--- src/rtl/fetch_controller_if.sv ---
// Fetch controller bus: instruction memory port, redirect, decode queue head, status.
// Latency: n/a (signal bundle only).
// Backpressure: out_valid/out_ready handshake on the queue head; imem is combinational.
interface fetch_controller_if;
    logic [31:0] imem_addr;
    logic [31:0] imem_data;
    logic        redirect_valid;
    logic [31:0] redirect_pc;
    logic        out_valid;
    logic        out_ready;
    logic [31:0] out_instr;
    logic [31:0] out_pc;
    logic        halted;
    logic [31:0] fetch_count;

    // The fetch controller drives the memory address, queue head and status.
    modport master (
        output imem_addr,
        input  imem_data,
        input  redirect_valid,
        input  redirect_pc,
        output out_valid,
        input  out_ready,
        output out_instr,
        output out_pc,
        output halted,
        output fetch_count
    );

    // Memory model and decode stage sit on the other side.
    modport slave (
        input  imem_addr,
        output imem_data,
        output redirect_valid,
        output redirect_pc,
        input  out_valid,
        output out_ready,
        input  out_instr,
        input  out_pc,
        input  halted,
        input  fetch_count
    );
endinterface

--- src/rtl/fetch_controller.sv ---
// Instruction fetch: walks PC through a combinational imem into a 2-entry {pc,instr} queue.
// Latency: 1 cycle from push to out_valid; redirect empties the queue and refetches next cycle.
// Backpressure: out_ready low lets the queue fill to 2, then PC stalls; redirect overrides all.
module fetch_controller #(
    parameter logic [31:0] RESET_PC  = 32'h0000_0000,
    parameter int          MEM_BYTES = 512
) (
    input  logic               clk,
    input  logic               rst,
    fetch_controller_if.master bus
);
    localparam logic [31:0] MEM_LIMIT = 32'(MEM_BYTES);
    localparam logic [31:0] PC_RESET  = RESET_PC & 32'hFFFF_FFFC;

    typedef enum logic [1:0] {IDLE, FETCH, HALT} state_t;

    state_t      state_q, state_d;
    logic [31:0] pc_q, pc_d;
    logic [31:0] fetch_count_q;
    logic [31:0] pc_mem_q  [2];
    logic [31:0] ins_mem_q [2];
    logic        wr_ptr_q, rd_ptr_q;
    logic [1:0]  cnt_q;

    logic        head_vld;
    logic        pop;
    logic        in_range;
    logic        fetch_en;
    logic        push;
    logic        halted;

    // Queue handshake and memory range qualification.
    always_comb begin
        head_vld = (cnt_q != 2'd0);
        pop      = head_vld && bus.out_ready && !bus.redirect_valid;
        in_range = (pc_q < MEM_LIMIT);
    end

    // State register.
    always_ff @(posedge clk) begin
        if (rst) state_q <= IDLE;
        else     state_q <= state_d;
    end

    // Next state: redirect wins everywhere; HALT is sticky otherwise.
    always_comb begin
        state_d = state_q;
        if (bus.redirect_valid) begin
            state_d = FETCH;
        end else begin
            unique case (state_q)
                IDLE:    state_d = FETCH;
                FETCH:   state_d = in_range ? FETCH : HALT;
                HALT:    state_d = HALT;
                default: state_d = IDLE;
            endcase
        end
    end

    // FSM outputs: push only in FETCH with room (a same-cycle pop frees a slot).
    always_comb begin
        fetch_en = (state_q == FETCH);
        halted   = (state_q == HALT);
        push     = fetch_en && !bus.redirect_valid && in_range &&
                   ((cnt_q != 2'd2) || pop);
    end

    // Next PC: redirect target is word-aligned; otherwise advance on push.
    always_comb begin
        pc_d = pc_q;
        if (bus.redirect_valid) pc_d = bus.redirect_pc & 32'hFFFF_FFFC;
        else if (push)          pc_d = pc_q + 32'd4;
    end

    // PC, queue pointers/occupancy and fetch counter.
    always_ff @(posedge clk) begin
        if (rst) begin
            pc_q          <= PC_RESET;
            wr_ptr_q      <= 1'b0;
            rd_ptr_q      <= 1'b0;
            cnt_q         <= 2'd0;
            fetch_count_q <= 32'd0;
        end else begin
            pc_q <= pc_d;
            if (bus.redirect_valid) begin
                wr_ptr_q <= 1'b0;
                rd_ptr_q <= 1'b0;
                cnt_q    <= 2'd0;
            end else begin
                if (push) wr_ptr_q <= ~wr_ptr_q;
                if (pop)  rd_ptr_q <= ~rd_ptr_q;
                cnt_q <= cnt_q + 2'(push) - 2'(pop);
            end
            if (push) fetch_count_q <= fetch_count_q + 32'd1;
        end
    end

    // Queue storage; contents are don't-care while the occupancy says empty.
    always_ff @(posedge clk) begin
        if (push) begin
            pc_mem_q[wr_ptr_q]  <= pc_q;
            ins_mem_q[wr_ptr_q] <= bus.imem_data;
        end
    end

    assign bus.imem_addr   = pc_q;
    assign bus.out_valid   = head_vld;
    assign bus.out_instr   = head_vld ? ins_mem_q[rd_ptr_q] : 32'd0;
    assign bus.out_pc      = head_vld ? pc_mem_q[rd_ptr_q]  : 32'd0;
    assign bus.halted      = halted;
    assign bus.fetch_count = fetch_count_q;
endmodule
--- src/flat_wrapper.sv ---
// flat-port wrapper written by rule: the top's interface ports become plain ports
module fetch_controller_flat 
#(
    parameter logic [31:0] RESET_PC  = 32'h0000_0000,
    parameter int          MEM_BYTES = 512
)
  (clk, rst, bus_imem_addr, bus_imem_data, bus_redirect_valid, bus_redirect_pc, bus_out_valid, bus_out_ready, bus_out_instr, bus_out_pc, bus_halted, bus_fetch_count);
  fetch_controller_if bus_i ();
  input  logic clk;
  input  logic rst;
  output wire logic [$bits(bus_i.imem_addr)-1:0] bus_imem_addr;
  input wire logic [$bits(bus_i.imem_data)-1:0] bus_imem_data;
  input wire logic [$bits(bus_i.redirect_valid)-1:0] bus_redirect_valid;
  input wire logic [$bits(bus_i.redirect_pc)-1:0] bus_redirect_pc;
  output wire logic [$bits(bus_i.out_valid)-1:0] bus_out_valid;
  input wire logic [$bits(bus_i.out_ready)-1:0] bus_out_ready;
  output wire logic [$bits(bus_i.out_instr)-1:0] bus_out_instr;
  output wire logic [$bits(bus_i.out_pc)-1:0] bus_out_pc;
  output wire logic [$bits(bus_i.halted)-1:0] bus_halted;
  output wire logic [$bits(bus_i.fetch_count)-1:0] bus_fetch_count;
  assign bus_imem_addr = bus_i.imem_addr;
  assign bus_i.imem_data = bus_imem_data;
  assign bus_i.redirect_valid = bus_redirect_valid;
  assign bus_i.redirect_pc = bus_redirect_pc;
  assign bus_out_valid = bus_i.out_valid;
  assign bus_i.out_ready = bus_out_ready;
  assign bus_out_instr = bus_i.out_instr;
  assign bus_out_pc = bus_i.out_pc;
  assign bus_halted = bus_i.halted;
  assign bus_fetch_count = bus_i.fetch_count;
  fetch_controller #(.RESET_PC(RESET_PC), .MEM_BYTES(MEM_BYTES)) u_core (.clk(clk), .rst(rst), .bus(bus_i));
endmodule
--- config.mk ---
export PLATFORM = sky130hd
export DESIGN_NAME = fetch_controller_flat
export DESIGN_NICKNAME = d
export VERILOG_FILES = /design/src/rtl/fetch_controller_if.sv /design/src/rtl/fetch_controller.sv /design/src/flat_wrapper.sv
export SDC_FILE = /design/constraint.sdc
export NUM_CORES = 1
export LEC_CHECK = 0
export BUFFER_PORTS_ARGS = -buffer_cell sky130_fd_sc_hd__buf_2
export CORE_ASPECT_RATIO = 1.1
export CORE_MARGIN = 10
export CORE_UTILIZATION = 50
export CTS_BUF_LIST = sky130_fd_sc_hd__clkbuf_8
export CTS_CLUSTER_DIAMETER = 150
export DETAILED_ROUTE_END_ITERATION = 12
export MAX_ROUTING_LAYER = met4
export PLACE_DENSITY = 0.76
export SYNTH_ARGS = -nofsm -noshare
export SYNTH_HDL_FRONTEND = slang
export SYNTH_SLANG_ARGS = --single-unit
--- constraint.sdc ---
create_clock -name clk -period 11.25 [get_ports clk]
set_input_delay 2.25 -clock clk [delete_from_list [all_inputs] [get_ports clk]]
set_output_delay 2.25 -clock clk [all_outputs]
set_load 0.01 [all_outputs]
==> key figures <==
Status
  – Outcome: complete, no violations

Placement
  – DP HPWL: 12510 microns
  – GPL Wtd Cong: 0.8065
  – # port buffers: 191
  – Placed cells: 975

GRT
  – Largest net degree at the start of global routing: 71
  – Grt total ovfl: 0
  – Initial antenna violation count: 0
  – First-pass GRT wire length: 28200 microns
  – Total global-route track usage: 17.19%
  – Vias in the first global route: 5469

Critical path
  – CP bufs+invs: 1
  – Most used cell along the critical path: or4_1
  – Crit Path Class: in2reg
  – Critical Path Max Stage Delay: 0.77 ns
  – Req. time, crit path: 11.64 ns
  – Crit end category: flop
  – Worst Setup Start Kind: primary input
  – Critical Path, Cell by Cell: buf_2, and4bb_2, nand4_1, or4_1, or4_1, a21oi_1
  – Critical path peak fanout: 43
  – Max stage delay cell, worst path: or4_1
  – CP top delay family: simple AND/OR/NAND/NOR gates
  – Worst EP arrival: 4.93 ns

Timing
  – Setup violators final: 0
  – Slew Limit Fails: 0
  – Fin crit share: 40.38%
  – RSZ-0062 raised after global routing: false
  – Final hold violation count: 0
  – Rel. slew slack: 24.96%
  – Min cycle time layout: 4.543 ns
  – Slew @ Worst Pin: 1.126 ns
  – Worst hold slack: 0.4923 ns
  – Max Fclk: 220.1 MHz
  – Worst Skew: 0.01142 ns
  – Setup TNS Final: 0 ns

Synthesis
  – Ys async rst share: 0%
  – Top cell type's share of synthesized area: 47.75%
  – Distinct cells, synth: 47
  – Cell taking the most area after synthesis: edfxtp_1
  – Mean Syn Cell Area: 12.66 sq um
  – Synth top cells by count: edfxtp_1 (124), nor2_1 (107), mux2i_1 (90), dfxtp_1 (69), a21oi_1 (24)
  – Synth Cell Area: 7797 sq um
  – Yosys warns: 0
  – Post-synthesis cell count: 616
  – Top-count cell post-synth: edfxtp_1
  – Register area share after synthesis: 65.47%
  – Top FF cell, synth: edfxtp_1
  – Seq cells post-synth: 193
  – Largest cells by area after synthesis: edfxtp_1 (48%), dfxtp_1 (18%), mux2i_1 (12%)
  – Number of flops mapped to enable cells by yosys: 124

Routing
  – Vias: 5413
  – Antenna violation net count after detailed routing: 0
  – Post-route DRC: 0
  – Via density: 5.375
  – Wire length per cell: 17.89 microns
  – TritonRoute pass-1 iters: 4
  – Final WL: 18010 microns
  – DRT iter0 DRCs: 245

Pwr
  – Power Internal: 0.9887 mW
  – Combinational fraction of design power: 4.4%
  – Clock power share: 35.5%
  – Final Power: 1.283 mW
  – Max IR drop VDD: 68.66 uV
  – Sequential power share: 60.1%
  – Pwr Density: 137.7 nW/um^2
  – Net Sw Power: 0.2939 mW
  – Sw Ratio: 22.91%
  – P_leak: 3.523 nW

Clock tree
  – PostCTS Resize Cnt: 0
  – Clock latency on the worst-skew pair: 0.45 ns
  – CTS root buf: clkbuf_8
  – Total CTS buffers: 17
  – Worst-path clk slew: 0.10 ns
  – Number of H-tree levels: 4
  – Clock Path Buffers: 2
  – Clk sinks: 193
  – Post-CTS setup buffers: 0
  – CTS tree: done
  – Hold_buf cts: 0

Floorplanning
  – Die span in x: 139.1 microns
  – Die ar.: 21000 sq um
  – I/O pin total: 198
  – Row cnt: 47
  – Core area: 15170 sq um
  – Initial Util: 51.39%
  – Overall die height: 151.0 microns

Cells and area
  – # nets final: 869
  – Area grow syn2layout: 19.45%
  – Share of cells above drive strength 1: 29.59%
  – Final Instance Count excl. Fillers: 1007
  – Fill cells: 1225
  – Inserted Diodes: 0

Min path
  – Worst hold path class: reg2reg

Flow run
  – Max-cap viol count: 0
## metal layers
layer	vias to the layer above	track usage (%)	part of all wire (%)
li1	2601	-	-
met1	2605	20.42	43
met2	189	27.94	50
met3	18	5.042	6.0
met4	0	5.324	1.2
met5	-	-	0
## layout by cell type (no fill, tap or decap), types with 10 or more instances in the layout
cell type  synthesis  layout
a21oi_1           24      24
buf_2              4     191
clkbuf_8           0      17
dfxtp_1           69      68
edfxtp_1         124     124
inv_1             13      13
mux2i_1           90      90
nand2_1           15      15
nand3_1           11      11
nand4_1           10      10
nor2_1           107     106
nor4_1            17      16
or3_1             13      13
xnor2_1           15      15
## layout make-up
class | instances | area [sq um] | share of cell area, %
inverter | 13 | 48.80 | 0.5239
clock buffer | 17 | 234.0 | 2.512
tap | 196 | 245.2 | 2.633
clock inverter | 15 | 173.9 | 1.867
sequential | 193 | 5109 | 54.85
multi-input combinational | 376 | 2502 | 26.87
timing repair buffer | 197 | 1001 | 10.75
## kinds of logic (layout without fill, tap and decap cells)
family / Yosys count / after routing / synth area share, %
and+or+nand+nor: 209 / 209 / 13.67
DFF: 193 / 193 / 65.47
muxes: 91 / 91 / 11.70
AOI/OAI and AO/OA: 51 / 51 / 3.835
buffers and inverters: 50 / 242 / 2.776
xor gates and xnor gates: 18 / 18 / 2.022
adders and majority gates: 3 / 3 / 0.4814
other: 1 / 4 / 0.04809
## path summary, 6_finish.rpt
| check | startpoint | to | slack, ns | depth (start not counted) |
|---|---|---|---|---|
| hold / removal | u_core.bus.fetch_count[31]$_SDFFE_PP0P_ | u_core.bus.fetch_count[31]$_SDFFE_PP0P_ | 0.49 | 2 |
| hold reg to reg | u_core.bus.fetch_count[31]$_SDFFE_PP0P_ | u_core.bus.fetch_count[31]$_SDFFE_PP0P_ | 0.49 | 2 |
| setup reg to reg | u_core.bus.imem_addr[16]$_SDFFE_PP0P_ | u_core.pc_mem_q[1][16]$_DFFE_PP_ | 8.30 | 6 |
| setup / recovery | bus_redirect_valid | u_core.bus.fetch_count[27]$_SDFFE_PP0P_ | 6.71 | 6 |
## state kept, by name (all words and copies together) (netlist names), named ones only
name                    count
u_core.ins_mem_q           64
u_core.bus.imem_addr       30
u_core.pc_mem_q            60
u_core.wr_ptr_q             1
u_core.rd_ptr_q             1
u_core.bus.fetch_count     32
u_core.cnt_q                2
u_core.state_q              2
## worst register-to-register path, cell delays in order (launching register included)
cell	delay, ns
dfxtp_1	0.37
nor4_1	0.34
nand2_1	0.43
nor3_2	0.27
buf_4	0.29
and2_2	0.18
buf_4	0.62
## metrics by stage
stage,utilization [%],setup slack (ns),instance area [sq um]
6_report,61.39,6.707,9314
4_1_cts,61.39,6.679,9314
5_1_grt,61.39,6.579,9314
3_5_place_dp,58.70,6.267,8906
3_3_place_gp,58.70,6.331,8906
2_1_floorplan,-,2.215,7809
## power by group through the flow
stage	registers (mW)	logic, mW	clock network (mW)
3_5_place_dp	0.787	0.0569	0
6_report	0.771	0.0563	0.455
4_1_cts	0.771	0.0571	0.465
3_3_place_gp	0.786	0.0546	0
2_1_floorplan	0.787	0.0283	0
5_1_grt	0.773	0.0617	0.500
Note: power is estimated with default switching activity, not from simulation.
